$ cat config.mk
export PLATFORM = sky130hd
export DESIGN_NAME = hex_display_ctrl
export DESIGN_NICKNAME = d
export VERILOG_FILES = /design/src/rtl/hex_display_pkg.sv /design/src/rtl/hex_display_ctrl_seg7_enc.sv /design/src/rtl/hex_display_ctrl.sv
export SDC_FILE = /design/constraint.sdc
export NUM_CORES = 1
export LEC_CHECK = 0
export ABC_AREA = 1
export BUFFER_PORTS_ARGS = -buffer_cell sky130_fd_sc_hd__clkbuf_2
export CORE_MARGIN = 2
export CORE_UTILIZATION = 52
export DETAILED_ROUTE_END_ITERATION = 6
export GPL_ROUTABILITY_DRIVEN = 0
export HOLD_SLACK_MARGIN = 0.06
export PLACE_DENSITY = 0.82
export RECOVER_POWER = 100
export SLEW_MARGIN = 20
export SYNTH_ARGS = -nofsm -noshare
export SYNTH_HDL_FRONTEND = slang
export SYNTH_SLANG_ARGS = --single-unit
$ cat constraint.sdc
create_clock -name clk_i -period 1.2 [get_ports clk_i]
set_input_delay 0.12 -clock clk_i [delete_from_list [all_inputs] [get_ports clk_i]]
set_output_delay 0.12 -clock clk_i [all_outputs]
set_load 0.02 [all_outputs]
$ cat src/rtl/hex_display_pkg.sv
// Shared types and the 7-segment code table for the hex display controller.
// Segment words are bit6..0 = g..a, active-low.
package hex_display_pkg;

  typedef logic [6:0] seg_t;

  localparam seg_t SEG_BLANK = 7'h7F;

  localparam seg_t SEG_TABLE [16] = '{
    7'h40, 7'h79, 7'h24, 7'h30,
    7'h19, 7'h12, 7'h02, 7'h78,
    7'h00, 7'h10, 7'h08, 7'h03,
    7'h46, 7'h21, 7'h06, 7'h0E
  };

  function automatic seg_t seg_code(input logic [3:0] nib);
    return SEG_TABLE[nib];
  endfunction

endpackage

$ cat src/rtl/hex_display_ctrl_seg7_enc.sv
// Combinational nibble-to-segment encoder with a blank override.
// One instance per digit in static mode, a single shared one in scan mode.
module seg7_enc
  import hex_display_pkg::*;
(
  input  logic [3:0] i_nib,
  input  logic       i_blank,
  output seg_t       o_seg
);

  assign o_seg = i_blank ? SEG_BLANK : seg_code(i_nib);

endmodule

$ cat src/rtl/hex_display_ctrl.sv
// Multi-digit hex 7-segment controller: handshake in, double buffer, static or scan out.
// Define HEX_DISPLAY_DP_EN to add buffered decimal points (dp_i, dp_o, dp_seg_o).
module hex_display_ctrl
  import hex_display_pkg::*;
#(
  parameter int DIGITS    = 4,
  parameter int SCAN_EN   = 0,
  parameter int SCAN_DIV  = 50000,
  parameter int BLINK_DIV = 25000000
) (
  input  logic                  clk_i,
  input  logic                  rst_n_i,
  input  logic [4*DIGITS-1:0]   data_i,
  input  logic                  valid_i,
  output logic                  ready_o,
  input  logic                  blank_lz_i,
  input  logic [DIGITS-1:0]     blink_mask_i,
`ifdef HEX_DISPLAY_DP_EN
  input  logic [DIGITS-1:0]     dp_i,
  output logic [DIGITS-1:0]     dp_o,
  output logic                  dp_seg_o,
`endif
  output logic [7*DIGITS-1:0]   hex_o,
  output seg_t                  seg_o,
  output logic [DIGITS-1:0]     an_o
);

  localparam int BW = $clog2(BLINK_DIV);
  localparam int IW = (DIGITS > 1) ? $clog2(DIGITS) : 1;
  localparam int SW = $clog2(SCAN_DIV);

  logic [4*DIGITS-1:0] r_pend;
  logic [4*DIGITS-1:0] r_disp;
  logic                r_full;
  logic                r_phase;
  logic [BW-1:0]       r_blink_cnt;
  logic                w_take;
  logic                w_commit;
  logic [DIGITS-1:0]   w_lz;
  logic [DIGITS-1:0]   w_blank;
`ifdef HEX_DISPLAY_DP_EN
  logic [DIGITS-1:0]   r_pend_dp;
  logic [DIGITS-1:0]   r_disp_dp;
`endif

  assign ready_o = ~r_full;
  assign w_take  = valid_i & ~r_full;

  // New data may land in pending on the same edge the old pending commits.
  always_ff @(posedge clk_i or negedge rst_n_i) begin
    if (!rst_n_i) begin
      r_pend <= '0;
      r_disp <= '0;
      r_full <= 1'b0;
`ifdef HEX_DISPLAY_DP_EN
      r_pend_dp <= '0;
      r_disp_dp <= '0;
`endif
    end else begin
      if (w_commit) begin
        r_disp <= r_pend;
`ifdef HEX_DISPLAY_DP_EN
        r_disp_dp <= r_pend_dp;
`endif
      end
      if (w_take) begin
        r_pend <= data_i;
        r_full <= 1'b1;
`ifdef HEX_DISPLAY_DP_EN
        r_pend_dp <= dp_i;
`endif
      end else if (w_commit) begin
        r_full <= 1'b0;
      end
    end
  end

  always_ff @(posedge clk_i or negedge rst_n_i) begin
    if (!rst_n_i) begin
      r_blink_cnt <= '0;
      r_phase     <= 1'b0;
    end else if (r_blink_cnt == BW'(BLINK_DIV - 1)) begin
      r_blink_cnt <= '0;
      r_phase     <= ~r_phase;
    end else begin
      r_blink_cnt <= r_blink_cnt + BW'(1);
    end
  end

  // Leading-zero run measured from the top digit down; digit 0 never joins it.
  always_comb begin
    logic z;
    z    = 1'b1;
    w_lz = '0;
    for (int k = DIGITS - 1; k >= 1; k--) begin
      z       = z & (r_disp[4*k +: 4] == 4'd0);
      w_lz[k] = z;
    end
    w_blank = (w_lz & {DIGITS{blank_lz_i}})
            | (blink_mask_i & {DIGITS{r_phase}});
  end

  if (SCAN_EN == 0) begin : g_static

    seg_t w_seg [DIGITS];

    for (genvar k = 0; k < DIGITS; k++) begin : g_enc
      seg7_enc u_enc (
        .i_nib   (r_disp[4*k +: 4]),
        .i_blank (w_blank[k]),
        .o_seg   (w_seg[k])
      );
    end

    assign w_commit = r_full;
    assign seg_o    = SEG_BLANK;
    assign an_o     = '1;

    always_ff @(posedge clk_i or negedge rst_n_i) begin
      if (!rst_n_i) begin
        hex_o <= '1;
      end else begin
        for (int k = 0; k < DIGITS; k++) begin
          hex_o[7*k +: 7] <= w_seg[k];
        end
      end
    end

`ifdef HEX_DISPLAY_DP_EN
    assign dp_seg_o = 1'b1;

    always_ff @(posedge clk_i or negedge rst_n_i) begin
      if (!rst_n_i) dp_o <= '1;
      else          dp_o <= ~(r_disp_dp & ~w_blank);
    end
`endif

  end else begin : g_scan

    logic [SW-1:0] r_scan_cnt;
    logic [IW-1:0] r_idx;
    logic          w_tick;
    logic          w_wrap;
    logic [3:0]    w_nib;
    logic          w_sel_blank;
    seg_t          w_seg;
`ifdef HEX_DISPLAY_DP_EN
    logic          w_sel_dp;
`endif

    assign w_tick   = (r_scan_cnt == SW'(SCAN_DIV - 1));
    assign w_wrap   = (r_idx == IW'(DIGITS - 1));
    // Commit only as the index wraps so a frame never mixes two values.
    assign w_commit = r_full & w_tick & w_wrap;
    assign hex_o    = '1;

    always_comb begin
      w_nib       = r_disp[3:0];
      w_sel_blank = w_blank[0];
`ifdef HEX_DISPLAY_DP_EN
      w_sel_dp    = r_disp_dp[0];
`endif
      for (int k = 1; k < DIGITS; k++) begin
        if (r_idx == IW'(k)) begin
          w_nib       = r_disp[4*k +: 4];
          w_sel_blank = w_blank[k];
`ifdef HEX_DISPLAY_DP_EN
          w_sel_dp    = r_disp_dp[k];
`endif
        end
      end
    end

    seg7_enc u_enc (
      .i_nib   (w_nib),
      .i_blank (w_sel_blank),
      .o_seg   (w_seg)
    );

    always_ff @(posedge clk_i or negedge rst_n_i) begin
      if (!rst_n_i) begin
        r_scan_cnt <= '0;
        r_idx      <= '0;
        seg_o      <= SEG_BLANK;
        an_o       <= '1;
`ifdef HEX_DISPLAY_DP_EN
        dp_seg_o   <= 1'b1;
`endif
      end else begin
        r_scan_cnt <= w_tick ? '0 : r_scan_cnt + SW'(1);
        if (w_tick) begin
          r_idx <= w_wrap ? '0 : r_idx + IW'(1);
        end
        seg_o <= w_seg;
        an_o  <= ~(DIGITS'(1) << r_idx);
`ifdef HEX_DISPLAY_DP_EN
        dp_seg_o <= ~(w_sel_dp & ~w_sel_blank);
`endif
      end
    end

`ifdef HEX_DISPLAY_DP_EN
    assign dp_o = '1;
`endif

  end

endmodule

# [Yosys cells after proc, flatten, opt, wreduce, memory -nomap -nowiden]
# Memory sizes are Yosys's and may differ from the RTL's.
# Cells that the tools add are included.
[totals] regBits=87 romBits=448 in_bits=24 output_inout_bits=40 memories=4
[op_classes] add_sub_neg=1 magnitude_cmp=4 eq_ne=1 muxes=14 n_bitwise=12 n_reduce_logical=3
[memory_table] memory="(name not given)" depth=16 word_bits=7 read_ports=1 rd_clocked_by_memory_dff=0 wr=0 line="hex_display_pkg.sv:17" rtl="return SEG_TABLE[nib];"
[memory_table] memory="(name not given)" depth=16 word_bits=7 read_ports=1 rd_clocked_by_memory_dff=0 wr=0 line="hex_display_pkg.sv:17"
[memory_table] memory="(name not given)" depth=16 word_bits=7 read_ports=1 rd_clocked_by_memory_dff=0 wr=0 line="hex_display_pkg.sv:17"
[memory_table] memory="(name not given)" depth=16 word_bits=7 read_ports=1 rd_clocked_by_memory_dff=0 wr=0 line="hex_display_pkg.sv:17"
[ops] op="$mux 7" n=12
[ops] op="$add 25x1->25 const B" n=1
[ops] op="$eq 25x25->1 const B" n=1
[ops] op="$mux 25" n=1
[ops] op="$ge 5x5->1 const B" n=4
[ops] op="$not 4->5" n=4
[ops] op="$logic_not 4->1" n=3
[ops] op="$and 4x4->4" n=2
[ops] op="$or 4x4->4" n=1
[ops] op="$and 1x1->1" n=3
[ops] op="$not 1->1" n=2
[ops] op="$mux 1" n=1

# [Longest topological paths before layout]
# Gate-level depths: netlist of the first run.
[logic_depth] depth_word=6 ltp_mapped=8 ltp_nobuf=8

# [By module]
# From an unflattened synthesis of the first run, not the netlist that was laid out.
[unflattened] cells_unflattened=610 hier_area_um2=4820.9
[modules_own_cells] mod="hex_display_ctrl" instances=1 cells_per_inst=406 area_per_inst_um2=3646.0
[modules_own_cells] mod="seg7_enc (g_static.g_enc[1].u_enc ...)" instances=3 cells_per_inst=51 area_per_inst_um2=294.0
[modules_own_cells] mod="seg7_enc (g_static.g_enc[0].u_enc)" instances=1 cells_per_inst=51 area_per_inst_um2=292.8

# [Least setup slack after synthesis of the first run]
# Ideal clock, no wire load.
[synth_timing] path_kind="reg-to-reg" startpoint="reg r_blink_cnt[0]" endpoint="reg r_blink_cnt[22]" arrival_ns=1.184 required_time_ns=1.081 setup_slack_ns=-0.103 stages_incl_launch_ff=9 path_buffers=0 cell_sequence="dfrtp_1 ha_1 nand2_2 nor2_8 nand2_4 nor2_2 nand2_2 nand2_1 nor2_1"
[synth_between] elab_chain_len=2 elab_cells_between_ends=3
[synth_lines] item="start: declaration" line="hex_display_ctrl.sv:36" rtl="logic [BW-1:0] r_blink_cnt;"
[synth_lines] item="start signal: assignment" line="hex_display_ctrl.sv:86" rtl="r_blink_cnt <= r_blink_cnt + BW'(1);"
[synth_lines] item="$add 25x1->25 / $eq 25x25->1 (equally long branches)" line="hex_display_ctrl.sv:86, hex_display_ctrl.sv:82"
[synth_lines] item="$mux 25 *" line="hex_display_ctrl.sv:82" rtl="end else if (r_blink_cnt == BW'(BLINK_DIV - 1)) begin"
# Mark *: on every way between the ends. The rest lies on a longest branch, timed or not.
# A chain may end at the register's enable or synchronous reset.

# [Worst setup path in the final report of the first run]
[layout_timing] startpoint="reg r_blink_cnt[1]" endpoint="reg r_blink_cnt[5]"
# The elaborated chain is that of the path after synthesis.

==> results.py, run 1 <==
metrics = {
    "route": {
        "drc": 0,
        "ant_nets": 0,
        "finalWirelength_mm": 12.5,
        "via_count": 4364,
        "wl_per_cell_um": 15.2,
        "routed_via_density": 5.32,
        "drtIter0Drc": 290,
        "drtPass1Iterations": 5,
    },
    "floorplan": {
        "dieArea_um2": 9660,
        "core_region_area_um2": 8680,
        "ioPinCount": 64,
        "die_h_um": 98.3,
        "die_w_um": 98.3,
        "num_rows": 34,
        "start_util_pct": 53.3,
    },
    "timing": {
        "clock.fmax_mhz": 729,
        "slew_viol_final": 0,
        "rsz0062_at_grt": "yes",
        "worst_pin_slew_ns": 0.629,
        "fin_crit_sh_pct": 114,
        "period_minus_slack_ns": 1.37,
        "fin_skew_ns": 0.0154,
        "setup_viol": 42,
        "timing.slew.headroom_pct": 58.1,
        "finalSetupTns_ns": -3.65,
        "hold_viol_final": 0,
        "finalWorstSetupSlack_ns": -0.171,
    },
    "setup_path": {
        "crit_family": "simple AND/OR/NAND/NOR gates",
        "crit_chain": "buf_6 -> nand2_4 -> nor2_4 -> nand2_2 -> buf_4 -> xor2_1 -> nor2_1",
        "critPathMaxStageDelay_ns": 0.40,
        "critPathMaxFanout": 4,
        "critPathLaunchType": "register",
        "arrival_ns": 1.61,
        "path_buf_inv": 2,
        "cpMaxStageDelayCell": "dfrtp_1",
        "worstPathRequired_ns": 1.44,
        "path_class": "reg -> reg",
        "crit_path_end_kind": "register",
    },
    "cts": {
        "cts_max_level": 3,
        "clk_pin_slew_ns": 0.08,
        "cts.sinks": 87,
        "cts_tree": "built",
        "clockBufferDepth": 2,
        "insertion_delay_ns": 0.35,
        "root_buffer": "clkbuf_8",
        "numCtsBuffers": 9,
    },
    "placement": {
        "io_buffer_count": 52,
        "dp_slack_ns": -0.172,
        "hpwlAfterDp_mm": 7.66,
        "placed_cell_area_um2": 5450,
    },
    "global_routing": {
        "antenna_found_initial": 0,
        "busiest_layer": "met2",
        "grt_usage_pct": 25.0,
        "grt_max_degree": 37,
        "use_met3_pct": 3.94,
        "met1_usage_pct": 29.2,
        "grtUsageMet2_pct": 46.4,
        "grt_pass1_vias": 4283,
        "grt_pass1_wl_mm": 19.6,
        "grt-ovfl-total": 0,
    },
    "yosys": {
        "yosys-top-cells-count": "nand2_1 (171), nor2_1 (62), dfrtp_1 (59), inv_1 (51), nand3_1 (40)",
        "synthFlopType": "dfrtp_1",
        "ys_types": 32,
        "yosysMostFrequentCell": "nand2_1",
        "syn_inst": 563,
        "ys_seq_area_share_pct": 47.8,
        "synth_area_um2": 4620,
        "synth-async-reset-ratio_pct": 100,
        "yosys.area.top_type": "dfrtp_1",
        "yosys_register_bits": 87,
        "synth_edf_count": 0,
        "synth_top_area_share_pct": 31.9,
        "avgSynthCellArea_um2": 8.21,
        "yosys_warnings": 0,
        "yosys-top-cells-area": "dfrtp_1 (32%), dfstp_2 (16%), nand2_1 (14%)",
    },
    "final_layout": {
        "antenna_cells": 0,
        "num-fill-cells": 582,
        "drive_gt1_share_pct": 38.1,
        "nNetsFinal": 754,
        "post-route-cell-area_um2": 6350,
        "syn_to_final_growth_pct": 37.4,
    },
    "power_and_ir_drop": {
        "peakVddDrop_mv": 0.948,
        "power.density_nw_per_um2": 1380,
        "p_leak_nw": 3.18,
        "power_mw": 8.74,
    },
    "outcome": {
        "status": "complete, but fails checks",
        "violations": "negative setup slack",
    },
    "min_path": {
        "hold_class": "in -> reg",
    },
    "job": {
        "cap_violations": 0,
    },
}
## sequential cells by signal, summed over array words and instances (netlist names)
| name | flops |
|---|---|
| hex_o | 28 |
| r_disp | 16 |
| r_pend | 16 |
| r_blink_cnt | 25 |
| r_full | 1 |
| r_phase | 1 |
## routing by layer
layer  vias to the layer above  share of wire (%)
li1                       2054                  -
met1                      2084                 37
met2                       183                 54
met3                        43                5.4
met4                         0                3.1
met5                         -                  0
## cell families after synthesis
logic type	share of synthesized area [%]
adder cells (fa/ha/maj)	5.95
flip-flops	47.8
buffers and inverters	7.47
XOR/XNOR	2.27
AO/OA/AOI/OAI	7.98
AND/OR/NAND/NOR	28.4
other	0.0811
## cell usage in the layout, fill, tap and decap left out, drive strengths merged
cell         count
conb            11
clkinv           1
xor2            12
o21ai           29
o211ai           9
clkbuf          69
nand4            3
and2             2
bufinv           1
dlygate4sd3     17
a31oi            2
o22ai            2
nor3             4
dfstp           28
o2111ai          3
nor2            73
ha              22
a32oi            2
nand2          178
a21oi           15
o311ai           1
clkinvlp         2
nand3           40
inv             53
buf             75
dfrtp           59
## worst register-to-register path: cells and delay by family, from the launching register on
family | cells | cell delay, ns
and+or+nand+nor | 4 | 0.43
DFF | 1 | 0.40
buffers and inverters | 2 | 0.27
xor gates and xnor gates | 1 | 0.17
## power by group
group	switching (mW)	internal [mW]	total, mW	leakage [nW]
logic	1.73	1.16	2.89	2.04
clock network	0.984	1.02	2.01	0.0947
registers	0.257	3.59	3.85	1.05
## final cells by class
cell class                      instances  area (um2)  area share [%]
Tap cell                              108         135            2.13
Multi-Input combinational cell        408        2550            40.2
Timing Repair Buffer                  147        1040            16.4
Sequential cell                        87        2220            34.9
Inverter                               55         224            3.53
Clock buffer                           14         153            2.40
Clock inverter                          2        35.0           0.551
## final timing paths
check | start | endpoint | slack (ns) | cells after the start
worst min register to register | r_pend[2] | r_pend[2] | 0.49 | 2
max in group asynchronous | rst_n_i | hex_o[22] | 0.10 | 3
worst max-delay path | r_blink_cnt[1] | r_blink_cnt[5] | -0.17 | 7
min in group asynchronous | rst_n_i | r_blink_cnt[5] | 0.33 | 2
worst min-delay path | blink_mask_i[2] | hex_o[15] | 0.12 | 3
worst max register to register | r_blink_cnt[1] | r_blink_cnt[5] | -0.17 | 7
## stage by stage
step                      instances  util [%]  hold WS, ns
after detailed placement        774      62.8       0.0508
after global placement          774      62.8       0.0436
after global routing            821      73.2        0.109
final                           821      73.2        0.116
after floorplan                 573         -       -0.176
after CTS                       811      69.6        0.112
## timing repair
item | in CTS | in global routing
buffers inserted | 5 | 11
hold buffers | 17 | 0
setup endpoints to repair | 44 | 49
pin swaps | 23 | 34
hold endpoints to repair | 86 | 0
gates resized for setup | 48 | 74
(Power assumes the default switching activity.)
==> run 2, diff against run 1 <==
--- a/config.mk
+++ b/config.mk
@@ -6,13 +6,13 @@
 export NUM_CORES = 1
 export LEC_CHECK = 0
 export ABC_AREA = 1
-export BUFFER_PORTS_ARGS = -buffer_cell sky130_fd_sc_hd__clkbuf_2
 export CORE_MARGIN = 2
-export CORE_UTILIZATION = 52
+export CORE_UTILIZATION = 57
 export DETAILED_ROUTE_END_ITERATION = 6
+export DONT_BUFFER_PORTS = 1
 export GPL_ROUTABILITY_DRIVEN = 0
 export HOLD_SLACK_MARGIN = 0.06
-export PLACE_DENSITY = 0.82
+export PLACE_DENSITY = 0.81
 export RECOVER_POWER = 100
 export SLEW_MARGIN = 20
 export SYNTH_ARGS = -nofsm -noshare
==> run 2 against run 1 <==
The run ends with negative hold slack, negative setup slack left. Worst hold slack worse by 0.67 ns. Total power increased by 0.49%. Combinational power fell by 27%. Die area fell by 8.4%. Critical endpoint is now r_blink_cnt[3]. Largest cell class unchanged.
==> results.py, run 2 (synthesis gave the netlist of run 1 again) <==
metrics = {
    "setup_path": {
        "arrival_ns": 1.70,
        "critPathMaxStageDelay_ns": 0.40,
        "crit_path_end_kind": "register",
        "path_class": "reg -> reg",
        "critPathLaunchType": "register",
        "worstPathRequired_ns": 1.45,
        "cpMaxStageDelayCell": "dfrtp_1",
        "critPathMaxFanout": 5,
        "crit_chain": "nand2_1 -> nor3_1 -> nand3_1 -> nor2_4 -> nor2_1",
        "ff2ff_setup_slack_ns": -0.25,
    },
    "final_layout": {
        "largest-register": "hex_o",
        "layout_commonest_cell": "nand2_1",
        "syn_to_final_growth_pct": 33.4,
        "final_cell_mix": "nand2_1 (148), buf_4 (58), dfrtp_1 (55), nor2_1 (43), inv_1 (40)",
        "largest_registers": "hex_o x28, r_blink_cnt x25",
        "nNetsFinal": 698,
        "largest_register_ffs": 28,
        "antenna_cells": 0,
        "drive_gt1_share_pct": 36.1,
        "utilization_pct": 79.0,
    },
    "floorplan": {
        "start_util_pct": 59.2,
        "ioPinCount": 64,
        "dieArea_um2": 8850,
        "die_w_um": 94.1,
        "core_region_area_um2": 7810,
        "num_rows": 32,
        "die_h_um": 94.1,
    },
    "cts": {
        "clk_pin_slew_ns": 0.09,
        "numCtsBuffers": 9,
        "insertion_delay_ns": 0.36,
        "cts.sinks": 87,
        "cts_tree": "built",
        "clockBufferDepth": 2,
        "root_buffer": "clkbuf_8",
        "cts_max_level": 3,
        "postCtsHoldBufs": 21,
    },
    "power_and_ir_drop": {
        "power_mw": 8.79,
        "peakVddDrop_mv": 0.866,
        "power.density_nw_per_um2": 1430,
        "p_leak_nw": 2.98,
    },
    "timing": {
        "clock.fmax_mhz": 690,
        "setup_viol": 45,
        "whs_ns": -0.552,
        "slew_viol_final": 0,
        "rsz0062_at_grt": "yes",
        "worst_pin_slew_ns": 0.509,
        "hold_viol_final": 87,
        "period_minus_slack_ns": 1.45,
        "timing.slew.headroom_pct": 66.1,
        "fin_crit_sh_pct": 121,
        "fin_skew_ns": 0.00622,
        "finalWorstSetupSlack_ns": -0.249,
    },
    "outcome": {
        "status": "complete, but fails checks",
        "violations": "negative hold slack, negative setup slack",
    },
    "global_routing": {
        "grt_usage_pct": 26.7,
        "grt_max_degree": 88,
        "antenna_found_initial": 0,
        "grt_pass1_vias": 4158,
        "grt_pass1_wl_mm": 18.6,
        "grt-ovfl-total": 0,
    },
    "route": {
        "ant_nets": 0,
        "drc": 0,
        "drtIter0Drc": 306,
        "wl_per_cell_um": 16.9,
        "via_count": 4256,
        "drtPass1Iterations": 5,
        "finalWirelength_mm": 12.8,
        "routed_via_density": 5.61,
    },
    "min_path": {
        "hold_class": "in -> async",
    },
    "job": {
        "cap_violations": 0,
    },
    "placement": {
        "dp_slack_ns": -0.181,
        "hpwlAfterDp_mm": 7.20,
        "io_buffer_count": 0,
    },
}
run 2: changes by cell type in the layout (fill, tap and decap cells not counted), moves of 3 or more:
cell           previous run  this run
buf_4                    68        58
nand2_1                 160       148
o21ai_0                  20        24
nor2_2                   12        15
clkbuf_1                  6         1
nand3_1                  25        19
buf_6                     5        11
o21ai_1                   8         4
nor2_1                   47        43
clkbuf_2                 51         1
dlygate4sd3_1            17        21
nand3_2                  13        19
nand2_2                  10        22
run 2: worst paths after layout:
path / from / end / cells past startpoint
max reg2reg: r_blink_cnt[21] / r_blink_cnt[3] / 5
max: r_blink_cnt[21] / r_blink_cnt[3] / 5
min reg2reg: r_pend[5] / r_pend[5] / 2
min in group clk_i: blink_mask_i[1] / hex_o[13] / 2
min: rst_n_i / r_blink_cnt[6] / 0
max in group asynchronous: rst_n_i / hex_o[8] / 0
run 2: timing repair:
action	4_1_cts	5_1_grt
endpoints found under the hold margin	117	87
endpoints found under the setup margin	43	49
buffers inserted	6	13
resized for setup	50	88
cloned	0	0
pin swaps	18	34
run 2: report_power, final:
group | internal, mW | total [mW] | switching [mW]
clock network | 1.30 | 2.37 | 1.07
logic | 0.904 | 2.10 | 1.20
registers | 3.63 | 4.32 | 0.689
total | 5.83 | 8.79 | 2.95
run 2: layout make-up:
cell class / instances / area (um2)
Clock buffer: 12 / 155
Fill cell: 445 / 1640
Inverter: 55 / 221
Sequential cell: 87 / 2220
Timing Repair Buffer: 91 / 774
Tap cell: 102 / 128
Multi-Input combinational cell: 408 / 2590
Clock inverter: 4 / 77.6
run 2: through the flow:
| step | std cells | TNS (ns) | cell area, um2 |
|---|---|---|---|
| finish | 759 | -5.97 | 6170 |
| global route | 759 | -8.74 | 6170 |
| CTS | 747 | -2.58 | 5760 |
| detailed placement | 704 | -4.29 | 5080 |
| global placement | 704 | -2.42 | 5080 |
| floorplan | 573 | -0.944 | 4700 |
run 2: routing by layer:
| layer | vias up | wire length, um | GRT usage (%) | share of wire, % |
|---|---|---|---|---|
| met2 | 185 | 6690 | 47.4 | 52 |
| met4 | 0 | 617 | 11.5 | 4.8 |
| met1 | 2074 | 4860 | 31.5 | 38 |
| li1 | 1938 | - | - | - |
| met5 | - | 0 | 0 | 0 |
| met3 | 59 | 650 | 4.74 | 5.1 |
run 2: worst max-delay path: cells and delay by family, from the launching register on:
family / cells / cell delay, ns
flip-flops: 1 / 0.40
AND/OR/NAND/NOR: 5 / 0.93
==> run 3, diff against run 2 <==
--- a/config.mk
+++ b/config.mk
@@ -14,6 +14,7 @@
 export HOLD_SLACK_MARGIN = 0.06
 export PLACE_DENSITY = 0.81
 export RECOVER_POWER = 100
+export SETUP_SLACK_MARGIN = 0.5
 export SLEW_MARGIN = 20
 export SYNTH_ARGS = -nofsm -noshare
 export SYNTH_HDL_FRONTEND = slang
==> run 3 against run 2 <==
The run still ends with negative hold slack, negative setup slack left. Global-route usage rose by 4.4 points. Register-to-register slack worse by 0.12 ns. Count of clock-buffer cells in the layout shrank 2. Wire length increased by 41%. Sequential power is 2% higher. Core utilization increased by 8.8 points. Cell count is 2.2% higher. Via count rose by 12%. Flip-flop and latch count is the same. Worst setup slack got worse by 0.12 ns. Sequential share of layout area shrank 3.5 points.
==> results.py, run 3 (synthesis gave the netlist of run 1 again) <==
metrics = {
    "route": {
        "wl_per_cell_um": 23.4,
        "ant_nets": 0,
        "drc": 0,
        "drtPass1Iterations": 7,
        "drtIter0Drc": 495,
        "finalWirelength_mm": 18.1,
        "routed_via_density": 6.16,
        "via_count": 4781,
    },
    "power_and_ir_drop": {
        "p_leak_nw": 3.30,
        "power.density_nw_per_um2": 1430,
        "peakVddDrop_mv": 1.05,
        "power_mw": 9.76,
    },
    "cts": {
        "postCtsHoldBufs": 17,
        "clk_pin_slew_ns": 0.10,
        "numCtsBuffers": 9,
        "root_buffer": "clkbuf_8",
        "insertion_delay_ns": 0.39,
        "clockBufferDepth": 2,
        "cts_max_level": 3,
        "cts.sinks": 87,
        "cts_tree": "built",
    },
    "final_layout": {
        "drive_gt1_share_pct": 51.9,
        "multiInputGateArea_um2": 3090,
        "largest-register": "hex_o",
        "seq_area_um2": 2220,
        "num-fill-cells": 323,
        "nNetsFinal": 715,
        "layout_commonest_cell": "nand2_1",
        "antenna_cells": 0,
        "syn_to_final_growth_pct": 48.1,
        "largest_register_ffs": 28,
        "largest_registers": "hex_o x28, r_blink_cnt x25",
        "final_cell_mix": "nand2_1 (101), buf_4 (54), dfrtp_1 (50), nand2_2 (45), nor2_1 (44)",
    },
    "setup_path": {
        "ff2ff_setup_slack_ns": -0.37,
        "critPathLaunchType": "register",
        "critPathMaxFanout": 5,
        "worstPathRequired_ns": 1.47,
        "arrival_ns": 1.84,
        "crit_path_end_kind": "register",
        "path_class": "reg -> reg",
        "r2r_cells": 6,
    },
    "placement": {
        "dp_slack_ns": -0.185,
        "hpwlAfterDp_mm": 7.45,
        "io_buffer_count": 0,
    },
    "outcome": {
        "violations": "negative hold slack, negative setup slack",
        "status": "complete, but fails checks",
    },
    "min_path": {
        "hold_class": "in -> async",
    },
    "timing": {
        "slew_viol_final": 0,
        "rsz0062_at_grt": "yes",
        "fin_crit_sh_pct": 131,
        "hold_viol_final": 103,
        "whs_ns": -0.579,
        "period_minus_slack_ns": 1.57,
        "setup_viol": 62,
        "clock.fmax_mhz": 638,
        "finalWorstSetupSlack_ns": -0.366,
        "fin_skew_ns": 0.0102,
    },
    "floorplan": {
        "die_h_um": 94.1,
        "dieArea_um2": 8850,
        "ioPinCount": 64,
        "num_rows": 32,
        "core_region_area_um2": 7810,
        "die_w_um": 94.1,
        "start_util_pct": 59.2,
    },
    "global_routing": {
        "grt_pass1_vias": 4449,
        "grt_max_degree": 88,
        "antenna_found_initial": 0,
        "grt-ovfl-total": 0,
        "grt_usage_pct": 31.1,
        "grt_pass1_wl_mm": 21.1,
    },
    "job": {
        "cap_violations": 0,
    },
}
==> run 3: worst max-delay path, stage by stage, from the launching register on <==
cell	delay, ns
dfrtp_1	0.42
inv_1	0.15
nand2_1	0.11
nor2_1	0.21
nand3_1	0.26
nor2_4	0.24
nor2_1	0.07
==> run 3: worst paths after layout <==
check,endpoint,startpoint
setup / recovery,r_blink_cnt[3],r_blink_cnt[17]
hold / removal,r_disp[1],rst_n_i
setup reg to reg,r_blink_cnt[3],r_blink_cnt[17]
hold reg to reg,r_pend[7],r_pend[7]
max in group asynchronous,hex_o[9],rst_n_i
min in group clk_i,r_pend[3],valid_i
==> run 3: through the flow <==
| stage | TNS, ns | util [%] | cells | hold slack, ns | instance area (um2) |
|---|---|---|---|---|---|
| 5_1_grt | -11.26 | 87.7 | 776 | -0.595 | 6850 |
| 3_3_place_gp | -1.85 | 67.7 | 703 | -0.173 | 5290 |
| 6_report | -8.74 | 87.7 | 776 | -0.579 | 6850 |
| 3_5_place_dp | -3.20 | 67.7 | 703 | -0.174 | 5290 |
| 4_1_cts | -2.82 | 81.8 | 759 | -0.580 | 6390 |
| 2_1_floorplan | -0.934 | - | 573 | -0.176 | 4980 |
==> run 3: final cells by class <==
cell class	count	share of cell area (%)
Sequential cell	87	32.5
Timing Repair inverter	2	0.292
Inverter	55	3.40
Clock buffer	10	1.86
Clock inverter	6	1.37
Tap cell	102	1.86
Timing Repair Buffer	104	13.6
Multi-Input combinational cell	410	45.1
==> run 3: report_power, final <==
part           switching [mW]  leakage (nW)  internal, mW
sequential              0.782          1.04          3.63
combinational            1.74          2.15          1.24
clock                    1.18         0.107          1.19
total                    3.69          3.30          6.07
==> run 3: per-layer routing <==
layer / vias up / global-route usage [%] / wire (um)
li1: 1992 / - / -
met1: 2287 / 33.9 / 5860
met2: 355 / 58.5 / 9360
met3: 147 / 6.26 / 1400
met4: 0 / 12.2 / 1500
met5: - / 0 / 0
==> run 3: repair_timing <==
item,CTS,global route
gates cloned,3,4
endpoints found under the hold margin,124,111
setup buffers,20,13
gates resized for setup,149,117
endpoints found under the setup margin,116,116
pin swaps,44,59
